===== src/rtl/rst_seq_pkg.sv =====
// Shared types and elaboration-time width helpers for the reset sequencer.
package rst_seq_pkg;

    typedef enum logic [1:0] {
        HOLD    = 2'd0,
        RELEASE = 2'd1,
        DONE    = 2'd2
    } rst_state_e;

    function automatic int unsigned max_u(input int unsigned a, input int unsigned b);
        return (a > b) ? a : b;
    endfunction

    // Never returns less than 1 so it can size a vector directly.
    function automatic int unsigned clog2_u(input int unsigned v);
        int unsigned r;
        r = 0;
        while ((64'd1 << r) < 64'(v)) r++;
        return (r == 0) ? 1 : r;
    endfunction

endpackage


===== src/rtl/reset_sync_chain.sv =====
// Async-clear, sync-set shift chain: brings board reset release into the clk domain.
module reset_sync_chain #(
    parameter int unsigned STAGES = 2
) (
    input  logic clk,
    input  logic asyncrst_n,
    output logic sync_n
);

    logic [STAGES-1:0] chain;

    always_ff @(posedge clk or negedge asyncrst_n) begin
        if (!asyncrst_n) chain <= '0;
        else             chain <= {chain[STAGES-2:0], 1'b1};
    end

    assign sync_n = chain[STAGES-1];

endmodule


===== src/rtl/reset_sequencer.sv =====
// Reset controller: synchronised release, minimum-width stretch, then staged ordered
// release of NUM_RST active-low resets (bit 0 first); sw_rst_req re-runs the sequence.
module reset_sequencer
    import rst_seq_pkg::*;
#(
    parameter int unsigned SYNC_STAGES    = 2,
    parameter int unsigned NUM_RST        = 4,
    parameter int unsigned STRETCH_CYCLES = 16,
    parameter int unsigned STEP_CYCLES    = 8
) (
    input  logic               clk,
    input  logic               asyncrst_n,
    input  logic               sw_rst_req,
    output logic [NUM_RST-1:0] rst_n_out,
    output logic               rst_done,
    output logic               busy
);

    localparam int unsigned CW = clog2_u(max_u(STRETCH_CYCLES, STEP_CYCLES) + 1);
    localparam int unsigned IW = clog2_u(NUM_RST + 1);
    localparam logic [CW-1:0] STRETCH_LAST = CW'(STRETCH_CYCLES - 1);
    localparam logic [CW-1:0] STEP_LAST    = CW'(STEP_CYCLES - 1);
    localparam logic [IW-1:0] LAST_IDX     = IW'(NUM_RST - 1);

    if (SYNC_STAGES < 2)    begin : g_bad_sync    $error("SYNC_STAGES must be >= 2");    end
    if (NUM_RST < 1)        begin : g_bad_num     $error("NUM_RST must be >= 1");        end
    if (STRETCH_CYCLES < 1) begin : g_bad_stretch $error("STRETCH_CYCLES must be >= 1"); end
    if (STEP_CYCLES < 1)    begin : g_bad_step    $error("STEP_CYCLES must be >= 1");    end

    logic sync_n;

    reset_sync_chain #(
        .STAGES (SYNC_STAGES)
    ) u_sync (
        .clk        (clk),
        .asyncrst_n (asyncrst_n),
        .sync_n     (sync_n)
    );

    rst_state_e         state_q, state_n;
    logic [CW-1:0]      cnt_q, cnt_n;
    logic [IW-1:0]      idx_q, idx_n;
    logic [NUM_RST-1:0] rst_q, rst_n;
    logic               done_q, done_n;
    logic               busy_q, busy_n;

    always_ff @(posedge clk or negedge asyncrst_n) begin
        if (!asyncrst_n) begin
            state_q <= HOLD;
            cnt_q   <= '0;
            idx_q   <= '0;
            rst_q   <= '0;
            done_q  <= 1'b0;
            busy_q  <= 1'b1;
        end else begin
            state_q <= state_n;
            cnt_q   <= cnt_n;
            idx_q   <= idx_n;
            rst_q   <= rst_n;
            done_q  <= done_n;
            busy_q  <= busy_n;
        end
    end

    always_comb begin
        state_n = state_q;
        cnt_n   = cnt_q;
        idx_n   = idx_q;
        rst_n   = rst_q;
        done_n  = done_q;
        busy_n  = busy_q;

        // A software request wins over any release step scheduled on the same edge.
        if (sw_rst_req) begin
            state_n = HOLD;
            cnt_n   = '0;
            idx_n   = '0;
            rst_n   = '0;
            done_n  = 1'b0;
            busy_n  = 1'b1;
        end else begin
            unique case (state_q)
                HOLD: begin
                    if (!sync_n) begin
                        cnt_n = '0;
                    end else if (cnt_q == STRETCH_LAST) begin
                        rst_n[0] = 1'b1;
                        cnt_n    = '0;
                        idx_n    = '0;
                        if (NUM_RST == 1) begin
                            state_n = DONE;
                            done_n  = 1'b1;
                            busy_n  = 1'b0;
                        end else begin
                            state_n = RELEASE;
                        end
                    end else begin
                        cnt_n = cnt_q + 1'b1;
                    end
                end
                RELEASE: begin
                    if (cnt_q == STEP_LAST) begin
                        idx_n = idx_q + 1'b1;
                        cnt_n = '0;
                        for (int unsigned i = 1; i < NUM_RST; i++) begin
                            if (idx_n == IW'(i)) rst_n[i] = 1'b1;
                        end
                        if (idx_n == LAST_IDX) begin
                            state_n = DONE;
                            done_n  = 1'b1;
                            busy_n  = 1'b0;
                        end
                    end else begin
                        cnt_n = cnt_q + 1'b1;
                    end
                end
                DONE: begin
                end
                default: begin
                    state_n = HOLD;
                    cnt_n   = '0;
                    idx_n   = '0;
                    rst_n   = '0;
                    done_n  = 1'b0;
                    busy_n  = 1'b1;
                end
            endcase
        end
    end

    assign rst_n_out = rst_q;
    assign rst_done  = done_q;
    assign busy      = busy_q;

endmodule


===== config.mk =====
export PLATFORM = sky130hd
export DESIGN_NAME = reset_sequencer
export DESIGN_NICKNAME = d
export VERILOG_FILES = /design/src/rtl/rst_seq_pkg.sv /design/src/rtl/reset_sync_chain.sv /design/src/rtl/reset_sequencer.sv
export SDC_FILE = /design/constraint.sdc
export NUM_CORES = 1
export LEC_CHECK = 0
export CAP_MARGIN = 20
export CORE_UTILIZATION = 35
export CTS_BUF_LIST = sky130_fd_sc_hd__clkbuf_8
export CTS_CLUSTER_DIAMETER = 100
export DETAILED_ROUTE_END_ITERATION = 12
export SYNTH_ARGS = -nofsm -noshare
export SYNTH_HDL_FRONTEND = slang
export SYNTH_SLANG_ARGS = --single-unit

===== constraint.sdc =====
create_clock -name clk -period 1.8 [get_ports clk]
set_input_delay 0.45 -clock clk [delete_from_list [all_inputs] [get_ports clk]]
set_output_delay 0.45 -clock clk [all_outputs]
set_load 0.05 [all_outputs]

# Yosys cells after proc, flatten, opt, wreduce, memory -nomap -nowiden
# Index checks and enable logic that the tools add are counted.
# Widths: inputs -> output; s select.
dict set report totals {
  ff_bits 18
  inputBits 3
  output_inout_bits 6
  elab_cells 69
}
dict set report classes {
  add_sub_neg 2
  n_eq_ne 16
  mux 32
  reduce_logical 9
}
# operator n
set ops {}
lappend ops {{$mux 5} 4}
lappend ops {{$mux 3} 5}
lappend ops {{$ne 3x3->1 const B} 5}
lappend ops {{$pmux 5 s3} 1}
lappend ops {{$reduce_and 3->1} 4}
lappend ops {{$mux 1} 10}
lappend ops {{$mux 2} 5}
lappend ops {{$pmux 3 s3} 1}
lappend ops {{$eq 3x2->1 const B} 2}
lappend ops {{$pmux 1 s2} 3}
lappend ops {{$pmux 2 s3} 1}
lappend ops {{$pmux 3 s2} 1}
lappend ops {{$add 5x1->5 const B} 1}
lappend ops {{$eq 5x3->1 const B} 1}
lappend ops {{$eq 5x4->1 const B} 1}
lappend ops {{$reduce_and 5->1} 1}
lappend ops {{$mux 4} 1}
lappend ops {{$ne 2x1->1 const B} 2}
lappend ops {{$reduce_and 4->1} 1}
lappend ops {{$reduce_or 2->1} 2}
lappend ops {{$add 3x1->3 const B} 1}
lappend ops {{$eq 3x1->1 const B} 1}
lappend ops {{$ne 3x2->1 const B} 1}
lappend ops {{$eq 2x1->1 const B} 1}
lappend ops {{3 further kinds} 3}

# Longest topological paths before layout
dict set report depth {
  depth_word 6
  ltp_mapped 8
  ltp_nobuf 8
}

# Cells and area by module
# From an unflattened synthesis, not the netlist that was laid out.
dict set report hier_totals {
  hier_cells 101
  hier_area_um2 1014.7
}
# module instances cells_per_inst area_per_inst_um2 seq_area_each_um2
set by_module_without_submodules {}
lappend by_module_without_submodules {reset_sequencer 1 98 960.9 376.6}
lappend by_module_without_submodules {reset_sync_chain 1 3 53.8 50.0}

# Least setup slack after synthesis
# OpenSTA, ideal clock, no wires.
dict set report synth_timing {
  kind {flip-flop to flip-flop}
  startpoint {reg cnt_q[0]}
  endpoint {reg idx_q[0]}
  setup_time_ps 128
  arrival_time_ps 1526
  required_ps 1672
  path_slack_ps 146
  path_stages_with_launch 9
  n_path_buf 0
  period_less_slack_ps 1654
  cell_sequence {dfrtp_1 ha_1 nand3_1 inv_1 ha_1 and2_1 o21a_1 nand3b_1 o21ai_0}
}
dict set report synth_between {
  elab_chain_cells 3
  elab_cells_between_ends 5
  classes_between {4 x eq/ne; 1 x reduce/logical}
}
# item line
set synth_lines {}
lappend synth_lines {{start, declared} reset_sequencer.sv:41} ;# logic [CW-1:0] cnt_q, cnt_n;
lappend synth_lines {{start signal, assigned} reset_sequencer.sv:57} ;# cnt_q <= cnt_n;
lappend synth_lines {{$eq 5x3->1 / $eq 5x4->1 (equally long branches)} {reset_sequencer.sv:102, reset_sequencer.sv:86}}
lappend synth_lines {{$ne 3x3->1 (no source line)} n/a}
lappend synth_lines {{$reduce_and 4->1 (no source line) (*)} n/a}
lappend synth_lines {{end signal, assigned} reset_sequencer.sv:58} ;# idx_q <= idx_n;
lappend synth_lines {{end, declared} reset_sequencer.sv:42} ;# logic [IW-1:0] idx_q, idx_n;
# Mark *: on every way between the ends. The rest lies on a longest branch, timed or not.
# A chain may end at the register's enable or synchronous reset.

# Final worst setup path
dict set report layout_timing {
  startpoint {reg cnt_q[1]}
  endpoint {reg state_q[1]}
}
dict set report layout_between {
  elab_chain_cells 3
  elab_cells_between_ends 5
  classes_between {4 x eq/ne; 1 x reduce/logical}
}
# item line
set layout_lines {}
lappend layout_lines {{$eq 5x3->1 / $eq 5x4->1 (equally long branches)} {reset_sequencer.sv:102, reset_sequencer.sv:86}}
lappend layout_lines {{$ne 3x3->1 (no source line)} n/a}
lappend layout_lines {{$reduce_and 5->1 (no source line) (*)} n/a}
lappend layout_lines {{end signal, assigned} reset_sequencer.sv:56} ;# state_q <= state_n;
lappend layout_lines {{end, declared} reset_sequencer.sv:40} ;# rst_state_e state_q, state_n;
# Marks and branches as above.

==> metrics.txt <==
Worst-Skew Late Latency=0.25 ns; Die Y=56.1 µm; nets=140; Max Cap Viol=0; Worst IR Drop VDD=0.406 mV; global-route wire length before repair=3710 µm; post-synth net total=120; I/O Pins=9; Fin. Hold Viols=0; Area contributors post-synth=dfrtp_1, ha_1, nand2_1, a21oi_1, inv_1; Hold Path Class=reg2reg; Setup Viol. Count Final=0; Routed Antenna Nets=0; DP Worst Slack=0.00461 ns; Synth area leader=dfrtp_1; drt drc=0; final worst-path cycle share=95.6%; RePlAce Congestion=0.781; Remaining Overflow, GRT=0; placed cell areas=1170 µm²; Mapped Area=1030 µm²; WL per Instance=13.4 µm; layout cells sized above 1=23.2%; min Tclk post-route=1.72 ns; vias in the first global route=837; final hold slack=0.352 ns; CP Class=reg2reg; CP Buf/Inv Count=2; EDFF count, synth=0; status=finished, final reports clean; final instance area=1240 µm²; P&R area growth vs syn=21.2%; Post-Syn Instances=106; row cnt=19; detailed placement HPWL=1510 µm; Avg Cell Area, Syn=9.68 µm²; cell family with most CP delay=flip-flops; initial antenna violation count=0; P_leak=0.597 nW; synth unique cells=38; most frequent cells in the layout=buf_4, dfrtp_1, nand2_1; antenna cells=0; FF+latch count, synth=17; crit path capture type=flip-flop; Reg clk slew, reported paths=0.07 ns; Max Buffers Root-to-Sink=2; yosys synthesis warning count=0; Startpoint Class=flip-flop; clk_skew=0.00145 ns; Post-Route WL=2100 µm; Reg area=427 µm²; most used cell, CP=ha_1; asr flop ratio synth=100%; CTS Sinks=17; worst path cell trace=ha_1 -> nand3_1 -> inv_1 -> ha_1 -> and2_4 -> o21a_1 -> buf_4 -> nand3b_1 -> a22oi_1; Inserted Clock Buffers=3; die area=3150 µm²; Data required, critical path=1.93 ns; post-synth top area share=39.0%; Initial Utilization=37.2%; Iteration-0 DRC Markers=18; Port Buffers=8; Fmax=0.581 GHz; commonest non-fill, non-tap cell in the layout=buf_4; Die X=56.1 µm; GRT Total Usage=15.1%; critical path data arrival time=1.85 ns; critical path's largest stage delay=0.40 ns; ys flop type=dfrtp_1; Pwr Density=832 nW/µm²; setup tns final=0 ns; Max FO, Critical Path=3; sequential share of the synthesized area=41.6%; fillcell total=281; drt pass-1 iters=4; routed vias=797; Via density=5.11; PnR worst setup slack=0.0799 ns; largest net degree at the start of global routing=11; Final Max Slew Viols=0; Slowest-stage cell, CP=dfrtp_1; TritonCTS clock tree=built; H-tree depth reported by CTS=1; multi-input logic area=528 µm²; CORE AREA=2760 µm²; clk root buf=clkbuf_8
-- power by group --
| part | switching [mW] | leakage, nW | internal, mW |
|---|---|---|---|
| logic | 0.181 | 0.343 | 0.145 |
| registers | 0.0179 | 0.227 | 0.405 |
| clock network | 0.134 | 0.0269 | 0.151 |
-- timing repair --
item                                    CTS  global route
endpoints found under the setup margin    0             4
resized for setup                         0             3
hold buffers                              0             0
buffers inserted                          0             3
-- cells by family after synthesis --
kind of cell / count (synthesis) / share of synthesized area [%]
and+or+nand+nor: 34 / 17.8
AOI/OAI and AO/OA: 27 / 18.8
DFF: 17 / 41.6
buffers and inverters: 15 / 7.19
adders and majority gates: 11 / 13.4
xor gates and xnor gates: 1 / 0.854
other: 1 / 0.366
-- worst paths after layout --
| check | start | end | slack, ns | depth (start not counted) |
|---|---|---|---|---|
| min in group asynchronous | asyncrst_n | rst_n_out[0] | 0.49 | 1 |
| hold reg to reg | u_sync.chain[0] | u_sync.chain[1] | 0.35 | 0 |
| hold / removal | u_sync.chain[0] | u_sync.chain[1] | 0.35 | 0 |
| max in group asynchronous | asyncrst_n | idx_q[0] | 0.82 | 2 |
| setup / recovery | cnt_q[1] | state_q[1] | 0.08 | 9 |
| setup reg to reg | cnt_q[1] | state_q[1] | 0.08 | 9 |
-- layout make-up --
class / instances / share of cell area, %
Tap cell: 31 / 3.12
Clock buffer: 3 / 3.32
Inverter: 10 / 3.02
Timing Repair Buffer: 20 / 13.5
Clock inverter: 1 / 0.302
Multi-Input combinational cell: 74 / 42.5
Sequential cell: 17 / 34.3
-- synthesized netlist by cell type, drive strengths merged (2+ instances only) --
cell type,count
nor3,2
ha,11
nand3b,3
buf,4
o22ai,2
inv,10
nand2b,4
nor2,4
o21a,2
dfrtp,16
o21ai,6
nand3,2
nand2,12
a21oi,9
-- sequential cells by signal, summed over array words and instances, names as in the netlist --
| signal | flops |
|---|---|
| busy | 1 |
| cnt_q | 5 |
| idx_q | 3 |
| rst_n_out | 4 |
| state_q | 2 |
| u_sync.chain | 2 |
-- worst reg2reg max path, delay by kind of cell, from the launching register on --
family                     cells  cell delay [ns]
AOI/OAI and AO/OA              2             0.26
adders and majority gates      2             0.38
buffers and inverters          2             0.20
DFF                            1             0.40
and+or+nand+nor                3             0.35
-- stage by stage --
| stage | util [%] | instances | power, mW |
|---|---|---|---|
| 6_report | 45.1 | 156 | 1.03 |
| 5_1_grt | 45.1 | 156 | 1.09 |
| 4_1_cts | 44.2 | 153 | 1.02 |
| 3_5_place_dp | 42.6 | 149 | 0.729 |
| 3_3_place_gp | 42.6 | 149 | 0.712 |
| 2_1_floorplan | - | 106 | 0.631 |
-- metal layers --
| metal | GRT usage, % | wire length (µm) | vias up |
|---|---|---|---|
| met4 | 6.97 | 32 | 0 |
| met5 | 0 | 0 | - |
| met2 | 22.6 | 920 | 9 |
| li1 | - | - | 400 |
| met3 | 2.79 | 49 | 5 |
| met1 | 21.2 | 1090 | 383 |
(Power assumes the default switching activity.)
